===== src/rtl/fetch_unit_pkg.sv =====
// fetch_unit_pkg: shared definitions for the instruction fetch stage.
//   - RESET_PC_DEFAULT : default PC of the first fetch after reset
//   - OPCODE_W / opcode_t / OPCODE_* : 7-bit major opcode field of inst[6:0]
//   - fetch_state_e : fetch FSM states (HALT exists only when
//     FETCH_MISALIGN_TRAP_EN is defined)
package fetch_unit_pkg;

    localparam logic [31:0] RESET_PC_DEFAULT = 32'h0000_0000;

    localparam int unsigned OPCODE_W = 7;
    typedef logic [OPCODE_W-1:0] opcode_t;

    localparam opcode_t OPCODE_LOAD   = 7'b000_0011;
    localparam opcode_t OPCODE_OP_IMM = 7'b001_0011;
    localparam opcode_t OPCODE_AUIPC  = 7'b001_0111;
    localparam opcode_t OPCODE_STORE  = 7'b010_0011;
    localparam opcode_t OPCODE_OP     = 7'b011_0011;
    localparam opcode_t OPCODE_LUI    = 7'b011_0111;
    localparam opcode_t OPCODE_BRANCH = 7'b110_0011;
    localparam opcode_t OPCODE_JALR   = 7'b110_0111;
    localparam opcode_t OPCODE_JAL    = 7'b110_1111;
    localparam opcode_t OPCODE_SYSTEM = 7'b111_0011;

    typedef enum logic [1:0] {
        IDLE  = 2'd0,
        RUN   = 2'd1,
        FLUSH = 2'd2
`ifdef FETCH_MISALIGN_TRAP_EN
        ,
        HALT  = 2'd3
`endif
    } fetch_state_e;

endpackage


===== src/rtl/fetch_buffer.sv =====
// fetch_buffer: synchronous DEPTH-entry FIFO of {pc, inst}.
//   clk, rst          : clock, synchronous active-high reset
//   clear             : drop all entries (takes priority over push/pop)
//   push/push_pc/push_inst : write one entry at the tail
//   pop               : remove the head entry (caller guarantees non-empty)
//   head_pc/head_inst : head entry fields (undefined while empty)
//   count             : number of valid entries, 0..DEPTH
module fetch_buffer #(
    parameter int unsigned DEPTH = 2
) (
    input  logic                   clk,
    input  logic                   rst,
    input  logic                   clear,
    input  logic                   push,
    input  logic [31:0]            push_pc,
    input  logic [31:0]            push_inst,
    input  logic                   pop,
    output logic [31:0]            head_pc,
    output logic [31:0]            head_inst,
    output logic [$clog2(DEPTH):0] count
);
    localparam int unsigned AW = $clog2(DEPTH);

    logic [31:0]   pc_mem   [DEPTH];
    logic [31:0]   inst_mem [DEPTH];
    logic [AW-1:0] wr_ptr;
    logic [AW-1:0] rd_ptr;
    logic [AW:0]   count_q;

    // Storage needs no reset: entries are only visible through count.
    always_ff @(posedge clk) begin
        if (push) begin
            pc_mem[wr_ptr]   <= push_pc;
            inst_mem[wr_ptr] <= push_inst;
        end
    end

    always_ff @(posedge clk) begin
        if (rst || clear) begin
            wr_ptr  <= '0;
            rd_ptr  <= '0;
            count_q <= '0;
        end else begin
            if (push) wr_ptr <= wr_ptr + 1'b1;
            if (pop)  rd_ptr <= rd_ptr + 1'b1;
            count_q <= count_q + (AW+1)'(push) - (AW+1)'(pop);
        end
    end

    assign head_pc   = pc_mem[rd_ptr];
    assign head_inst = inst_mem[rd_ptr];
    assign count     = count_q;

endmodule


===== src/rtl/fetch_unit.sv =====
// fetch_unit: instruction fetch stage. Holds the PC, issues in-order word
// requests to instruction memory, buffers up to DEPTH returned instructions
// and hands them to decode; redirects flush buffered and in-flight fetches.
//   clk, rst                      : clock, synchronous active-high reset
//   imem_req_valid/addr/ready     : fetch request channel
//   imem_rsp_valid/data           : in-order response channel
//   redirect, redirect_pc         : taken branch/jump target from execute
//   inst_valid/ready, inst, inst_pc, opcode : decode handshake
//   fetch_misalign                : misaligned-redirect trap flag (only when
//                                   FETCH_MISALIGN_TRAP_EN is defined)
// Build option FETCH_MISALIGN_TRAP_EN: misaligned redirects enter HALT
// instead of being word-aligned.
module fetch_unit
    import fetch_unit_pkg::*;
#(
    parameter logic [31:0] RESET_PC = RESET_PC_DEFAULT,
    parameter int unsigned DEPTH    = 2
) (
    input  logic                clk,
    input  logic                rst,
    output logic                imem_req_valid,
    output logic [31:0]         imem_req_addr,
    input  logic                imem_req_ready,
    input  logic                imem_rsp_valid,
    input  logic [31:0]         imem_rsp_data,
    input  logic                redirect,
    input  logic [31:0]         redirect_pc,
    output logic                inst_valid,
    input  logic                inst_ready,
    output logic [31:0]         inst,
    output logic [31:0]         inst_pc,
    output logic [OPCODE_W-1:0] opcode
`ifdef FETCH_MISALIGN_TRAP_EN
    ,
    output logic                fetch_misalign
`endif
);
    localparam int unsigned CW = $clog2(DEPTH) + 1;

    fetch_state_e state_q, state_d;
    logic [31:0]   pc_q, pc_d;
    logic [CW-1:0] in_flight_q, in_flight_d;
    logic [CW-1:0] drop_cnt_q, drop_cnt_d;
    logic [CW-1:0] buf_count;
    logic [CW:0]   credit_used;
    logic [31:0]   head_pc, head_inst;
    logic [31:0]   rsp_pc;
    logic [31:0]   target;
    logic          req_fire, pop, push, clear, redirect_ok;

    assign target = redirect_pc & 32'hFFFF_FFFC;

`ifdef FETCH_MISALIGN_TRAP_EN
    assign redirect_ok    = redirect && (state_q != HALT);
    assign fetch_misalign = (state_q == HALT);
`else
    assign redirect_ok    = redirect;
`endif

    assign inst_valid = (buf_count != '0);
    assign pop        = inst_valid && inst_ready;

    // A same-cycle pop frees its slot for this cycle's request; this keeps
    // one instruction per cycle with DEPTH = latency + 1.
    assign credit_used    = {1'b0, in_flight_q} + {1'b0, buf_count} - {{CW{1'b0}}, pop};
    assign imem_req_valid = (state_q == RUN) && (credit_used < (CW+1)'(DEPTH));
    assign imem_req_addr  = pc_q;
    assign req_fire       = imem_req_valid && imem_req_ready;

    // Requests since the last redirect are contiguous, so the oldest
    // outstanding one sits in_flight words behind pc_q.
    assign rsp_pc = pc_q - (32'(in_flight_q) << 2);

    always_comb begin
        state_d     = state_q;
        pc_d        = pc_q;
        in_flight_d = in_flight_q + CW'(req_fire) - CW'(imem_rsp_valid);
        drop_cnt_d  = drop_cnt_q;
        push        = 1'b0;
        clear       = 1'b0;

        case (state_q)
            IDLE:  state_d = RUN;
            RUN: begin
                if (req_fire) pc_d = pc_q + 32'd4;
                push = imem_rsp_valid;
            end
            FLUSH: begin
                if (imem_rsp_valid) begin
                    drop_cnt_d = drop_cnt_q - 1'b1;
                    if (drop_cnt_q == CW'(1)) state_d = RUN;
                end
            end
`ifdef FETCH_MISALIGN_TRAP_EN
            HALT:  state_d = HALT;
`endif
            default: state_d = IDLE;
        endcase

        if (redirect_ok) begin
            pc_d       = target;
            clear      = 1'b1;
            push       = 1'b0;
            drop_cnt_d = in_flight_d;
            state_d    = (in_flight_d != '0) ? FLUSH : RUN;
`ifdef FETCH_MISALIGN_TRAP_EN
            if (redirect_pc[1:0] != 2'b00) state_d = HALT;
`endif
        end
    end

    always_ff @(posedge clk) begin
        if (rst) begin
            state_q     <= IDLE;
            pc_q        <= RESET_PC;
            in_flight_q <= '0;
            drop_cnt_q  <= '0;
        end else begin
            state_q     <= state_d;
            pc_q        <= pc_d;
            in_flight_q <= in_flight_d;
            drop_cnt_q  <= drop_cnt_d;
        end
    end

    fetch_buffer #(
        .DEPTH(DEPTH)
    ) u_fetch_buffer (
        .clk      (clk),
        .rst      (rst),
        .clear    (clear),
        .push     (push),
        .push_pc  (rsp_pc),
        .push_inst(imem_rsp_data),
        .pop      (pop),
        .head_pc  (head_pc),
        .head_inst(head_inst),
        .count    (buf_count)
    );

    assign inst    = inst_valid ? head_inst : '0;
    assign inst_pc = inst_valid ? head_pc   : '0;
    assign opcode  = inst[OPCODE_W-1:0];

endmodule


===== config.mk =====
export PLATFORM = sky130hd
export DESIGN_NAME = fetch_unit
export DESIGN_NICKNAME = d
export VERILOG_FILES = /design/src/rtl/fetch_unit_pkg.sv /design/src/rtl/fetch_buffer.sv /design/src/rtl/fetch_unit.sv
export SDC_FILE = /design/constraint.sdc
export NUM_CORES = 1
export LEC_CHECK = 0
export ABC_AREA = 1
export BUFFER_PORTS_ARGS = -buffer_cell sky130_fd_sc_hd__clkbuf_2
export CAP_MARGIN = 20
export CORE_UTILIZATION = 30
export DETAILED_ROUTE_END_ITERATION = 12
export PLACE_DENSITY_LB_ADDON = 0.3
export SETUP_SLACK_MARGIN = 0.3
export SLEW_MARGIN = 20
export SYNTH_ARGS = -nofsm -noshare
export SYNTH_HDL_FRONTEND = slang
export SYNTH_SLANG_ARGS = --single-unit

===== constraint.sdc =====
create_clock -name clk -period 5.3 [get_ports clk]
set_input_delay 0.795 -clock clk [delete_from_list [all_inputs] [get_ports clk]]
set_output_delay 0.795 -clock clk [all_outputs]
set_load 0.05 [all_outputs]

* Yosys cells after proc, flatten, opt, wreduce, memory -nomap -nowiden *
Memories as Yosys holds them, arrays and structs flattened. A register that Yosys moved wholly into a read port is not among the register bits.
Index checks and enable logic that the tools add are counted.

storage, ports and cells
  bits in registers = 42
  bits in latches = 0
  RAM bits = 128
  ROM bits = 0
  input bits = 70
  output and inout bits = 105
  memories kept = 2

memory list
  memory                   words  bits a word  rd ports  clocked after Yosys merged registers in  wr ports  line                text
  u_fetch_buffer.inst_mem  2      32           1         1                                        1         fetch_buffer.sv:25  logic [31:0] inst_mem [DEPTH];
  u_fetch_buffer.pc_mem    2      32           1         1                                        1         fetch_buffer.sv:24  logic [31:0] pc_mem [DEPTH];

cells by class
  add/sub/neg operators = 11
  multipliers = 0
  divide/modulo/power cells = 0
  magnitude comparators = 1
  equality and inequality tests = 6
  shifts and indexed selects = 0
  muxes and demuxes = 22
  bitwise gates (word level) = 0
  reductions and logical operators = 16

operator list
  kind                                                                           count
  32-bit two-way mux                                                             5
  32-bit by 3-bit adder with 32-bit output (second input constant)               1
  32-bit by 4-bit subtractor with 32-bit output                                  1
  2-bit two-way mux                                                              7
  2-bit nonzero test                                                             6
  1-bit two-way mux                                                              9
  3-bit inequality test (second input constant)                                  2
  2-bit case mux with 3 select lines                                             1
  2-bit AND reduction                                                            3
  2-bit by 1-bit adder with 2-bit output                                         2
  2-bit by 1-bit equality test with 1-bit output (second input constant)         2
  2-bit by 1-bit subtractor with 2-bit output                                    2
  2-bit by 2-bit adder with 3-bit output                                         1
  1-bit logical AND                                                              3
  3-bit by 2-bit less-than comparator with 1-bit output (second input constant)  1
  3-bit AND reduction                                                            1
  3-bit by 1-bit subtractor with 3-bit output                                    1
  1-bit adder (second input constant)                                            2
  2-bit equality test (second input constant)                                    1
  2-bit logical NOT                                                              1
  2-bit inequality test (second input constant)                                  1
  2-bit OR reduction                                                             1
  2-bit by 1-bit subtractor with 2-bit output (second input constant)            1
  1-bit logical OR                                                               1

* Depth between registers and ports, before layout *
  word-level depth = 11
  depth in mapped cells = 20
  depth with buffers taken out = 20

* By module *
From an unflattened synthesis, not the netlist that was laid out.

unflattened totals
  cell total of the unflattened synthesis = 993
  area, all modules = 9,227.6 um2

modules (own cells, without submodules)
  module        instances  cells an instance  area an instance (um2)
  fetch_buffer  1          229                5,141.2
  fetch_unit    1          764                4,086.4

* Worst setup path before layout *
OpenSTA, ideal clock, no wires.

  kind = input port to flip-flop
  start = in redirect
  end = mem u_fetch_buffer.inst_mem[1][0] (enable)
  data arrival time = 3,977 ps
  path slack = 840 ps
  cell stages on the path = 6
  buffers on the path = 1
  cells stage by stage = clkbuf_1 -> nor2_1 -> inv_1 -> nor2_1 -> inv_1 -> nor2_1

between the ends
  longest elaborated chain between the ends = 3

RTL lines
  element                                  line                text
  start, declared                          fetch_unit.sv:26    input logic redirect,
  1-bit two-way mux                        fetch_unit.sv:100   if (redirect_ok) begin
  named net push                           fetch_unit.sv:49    logic req_fire, pop, push, clear, redirect_ok;
  1-bit two-way mux                        fetch_buffer.sv:32  if (push) begin
  1-bit two-way mux (implied by the code)  fetch_buffer.sv:34  inst_mem[wr_ptr] <= push_inst;
  end, declared                            fetch_buffer.sv:25

The timed path passes the listed nets, and every way through them passes these cells.

==> impl_metrics.ini <==
[worst_setup_path]
reg2regPathDepth = 19
rrSetupSlack_ns = 2.08
startpoint_type = register
required_ns = 4.51
slowest_stage = inv_2
cp_max_fo = 48
path_buf_inv = 4
worstPathCellList = buf_4, inv_2, buf_4, nand2_1, a21oi_1, clkbuf_2
cpLargestDelayFamily = buffers and inverters
endpoint_kind = output port
crit_top_cell = buf_4
r2r_end = state_q[0]
reg2reg_from = u_fetch_buffer.count[1]
slowest_delay_ns = 0.72
cp.arrival_ns = 2.63
crit_type = reg2out

[layout]
nFillCells = 2787
final_cells = 1413
drive_gt1_share_pct = 24.07
fin_area_sq_um = 9857
nets = 1140
area_delta_synth_final_pct = 19.95
seq_area_sq_um = 4546
multi_input_area_sq_um = 3113
diodes = 0

[floorplan]
rows = 60
initial_core_util_pct = 30.58
core_sq_um = 26880
die_area_sq_um = 28060
die_w_microns = 167.5
die_h_microns = 167.5
ios = 175

[clock_network]
cts-hold-fix-buffers = 0
clk_pin_slew_ns = 0.06
htreeDepth = 4
cts_sinks = 165
ctsLongestPathBuffers = 2
cts-root-buf = clkbuf_16
ctsResizeCount = 0
postCtsSetupBuffers = 0
cts_made_buffers = 17
clock_latency_ns = 0.42
tritoncts = yes

[synth]
synth_area_per_cell_sq_um = 8.971
synthSimpleGateAreaFrac_pct = 23.87
synth_xor_xnor_area_share_pct = 3.837
synth-main-ff-cell = edfxtp_1
async_flop_share_pct = 0
ys_types = 38
seq_area_frac_synth_pct = 55.30
syn_area_sq_um = 8218
netlist_instances = 916
synth-seq-cells = 165
synth_edf_count = 124
synth_fa_ha_area_share_pct = 1.857
synth_top_family_by_area = simple AND/OR/NAND/NOR gates
synth.mux.area_fraction_pct = 0
synth-compound-area-share_pct = 7.856
ys.warnings.count = 0

[routing]
routedWlPerCell_microns = 15.02
vias = 6404
first_pass_iters = 6
final_antenna_net_count = 0
drc = 0
dr.first_iter.drc_count = 322
routed_wl_mm = 21.22
vias_per_cell = 4.532

[place]
portBuffers = 168
place_inst = 1381
placed_cell_area_sq_um = 9276
gp_congestion = 0.9368
dp_hpwl_mm = 14.83

[sta]
slew_viol_final = 0
post-route-min-period_ns = 3.429
rsz0062_at_grt = no
relSlewSlack_pct = 39.40
hold_viol = 0
skew_ns = 0.01077
worst_slew_pin_slew_ns = 0.9076
setup_viol = 0
max_freq_mhz = 291.7
setup_tns_ns = 0
min_period_over_period_pct = 64.69

[grt]
antenna_found_initial = 0
grt_pass1_wl_mm = 33.03
track_usage_pct = 15.37
grt_max_degree = 63
grt_pass1_vias = 6169
grt_overflow = 0

[pwr]
ir_drop_v = 0.0001573
p_leak_nw = 4.057
p_per_area_nw_per_um2 = 331.6

[status]
run_status = completed

[flow_run]
maxCapViolCount = 0

[hold_path]
worstHoldStart = u_fetch_buffer.rd_ptr
hold_depth = 2
min_path_type = reg2reg
==> layout make-up <==
cell class | instances | share of cell area [%]
sequential | 165 | 46.12
inverter | 79 | 3.021
clock inverter | 15 | 1.574
clock buffer | 17 | 4.316
tap | 341 | 4.329
multi-input combinational | 621 | 31.58
timing repair buffer | 175 | 9.063
==> where the power goes <==
part / internal, W / switching, W
Combinational: 0.000146 / 0.000378
Clock: 0.000697 / 0.000523
Sequential: 0.00147 / 0.0000585
==> per-layer routing <==
| layer | share of wire (%) | GRT usage (%) |
|---|---|---|
| met5 | 0 | 0 |
| met4 | 2.3 | 5.584 |
| met2 | 44 | 24.08 |
| met3 | 5.1 | 3.238 |
| met1 | 48 | 20.90 |
==> worst max-delay path by stage <==
stage	depth (start not counted)	slack, ns	end	from
global route	6	1.67	inst[21]	register
floorplan	6	0.84	u_fetch_buffer.inst_mem[1][0]	redirect
global placement	18	1.72	state_q[0]	inst_ready
CTS	6	1.81	inst[21]	register
finish	6	1.87	inst[21]	register
detailed placement	18	1.69	state_q[0]	inst_ready
==> worst min-delay path, delay by kind of cell (launching register included) <==
kind | cells | cell delay, ns
AO/OA/AOI/OAI | 1 | 0.06
flip-flops | 1 | 0.31
AND/OR/NAND/NOR | 1 | 0.07
==> state kept, by name, indices dropped and copies added, names as in the netlist, named ones only <==
signal and cells:
in_flight_q 2, imem_req_addr 30, u_fetch_buffer.inst_mem 64, u_fetch_buffer.rd_ptr 1, drop_cnt_q 2, state_q 2
u_fetch_buffer.count 2, u_fetch_buffer.pc_mem 60, u_fetch_buffer.wr_ptr 1
==> synth_stat cells, types with 9 or more instances <==
master	number	area, sq um
dfxtp_1	41	820.8
buf_4	12	90.09
inv_1	76	285.3
nor2_2	15	93.84
a21oi_1	87	435.4
edfxtp_1	124	3724
xor2_1	32	280.3
ha_1	9	112.6
o21ai_0	27	135.1
clkbuf_1	25	93.84
nor2_1	82	307.8
nor2_4	9	101.4
nand2_1	262	983.4
nand3_1	39	195.2
==> cell usage in the layout, fill, tap and decap left out, drive strengths merged <==
master    Yosys  layout
xnor2         4       4
ha            9       9
or2           3       3
o21ai        31      31
nor3          9       9
xor2         32      32
a211oi        3       3
nand4         9       9
nor3b         1       1
a21oi        87      87
a31oi         4       4
inv          78      82
nand3        43      43
dfxtp        41      41
fa            2       2
conb          1       4
nand2       272     272
o21a          1       1
nor4          1       1
clkinv        1       6
nor2        106     106
bufinv        0       2
clkbuf       26     185
buf          28       7
clkinvlp      0       4
edfxtp      124     124
==> logic make-up after synthesis <==
logic type | after synthesis
AOI/OAI and AO/OA | 126
adders and majority gates | 11
buffers and inverters | 133
DFF | 165
and+or+nand+nor | 444
xor gates and xnor gates | 36
other | 1
==> stage by stage <==
stage | power, W | utilization [%] | hold slack, ns | setup WS, ns
6_report | 0.003269 | 36.68 | 0.4786 | 1.871
3_5_place_dp | 0.002081 | 34.52 | 0.4667 | 1.689
5_1_grt | 0.003418 | 36.68 | 0.5036 | 1.666
3_3_place_gp | 0.002073 | 34.52 | 0.4683 | 1.721
2_1_floorplan | 0.001943 | - | 0.4532 | 0.8396
4_1_cts | 0.003314 | 36.68 | 0.4785 | 1.810
No activity file was read; power rests on OpenSTA's default activity.
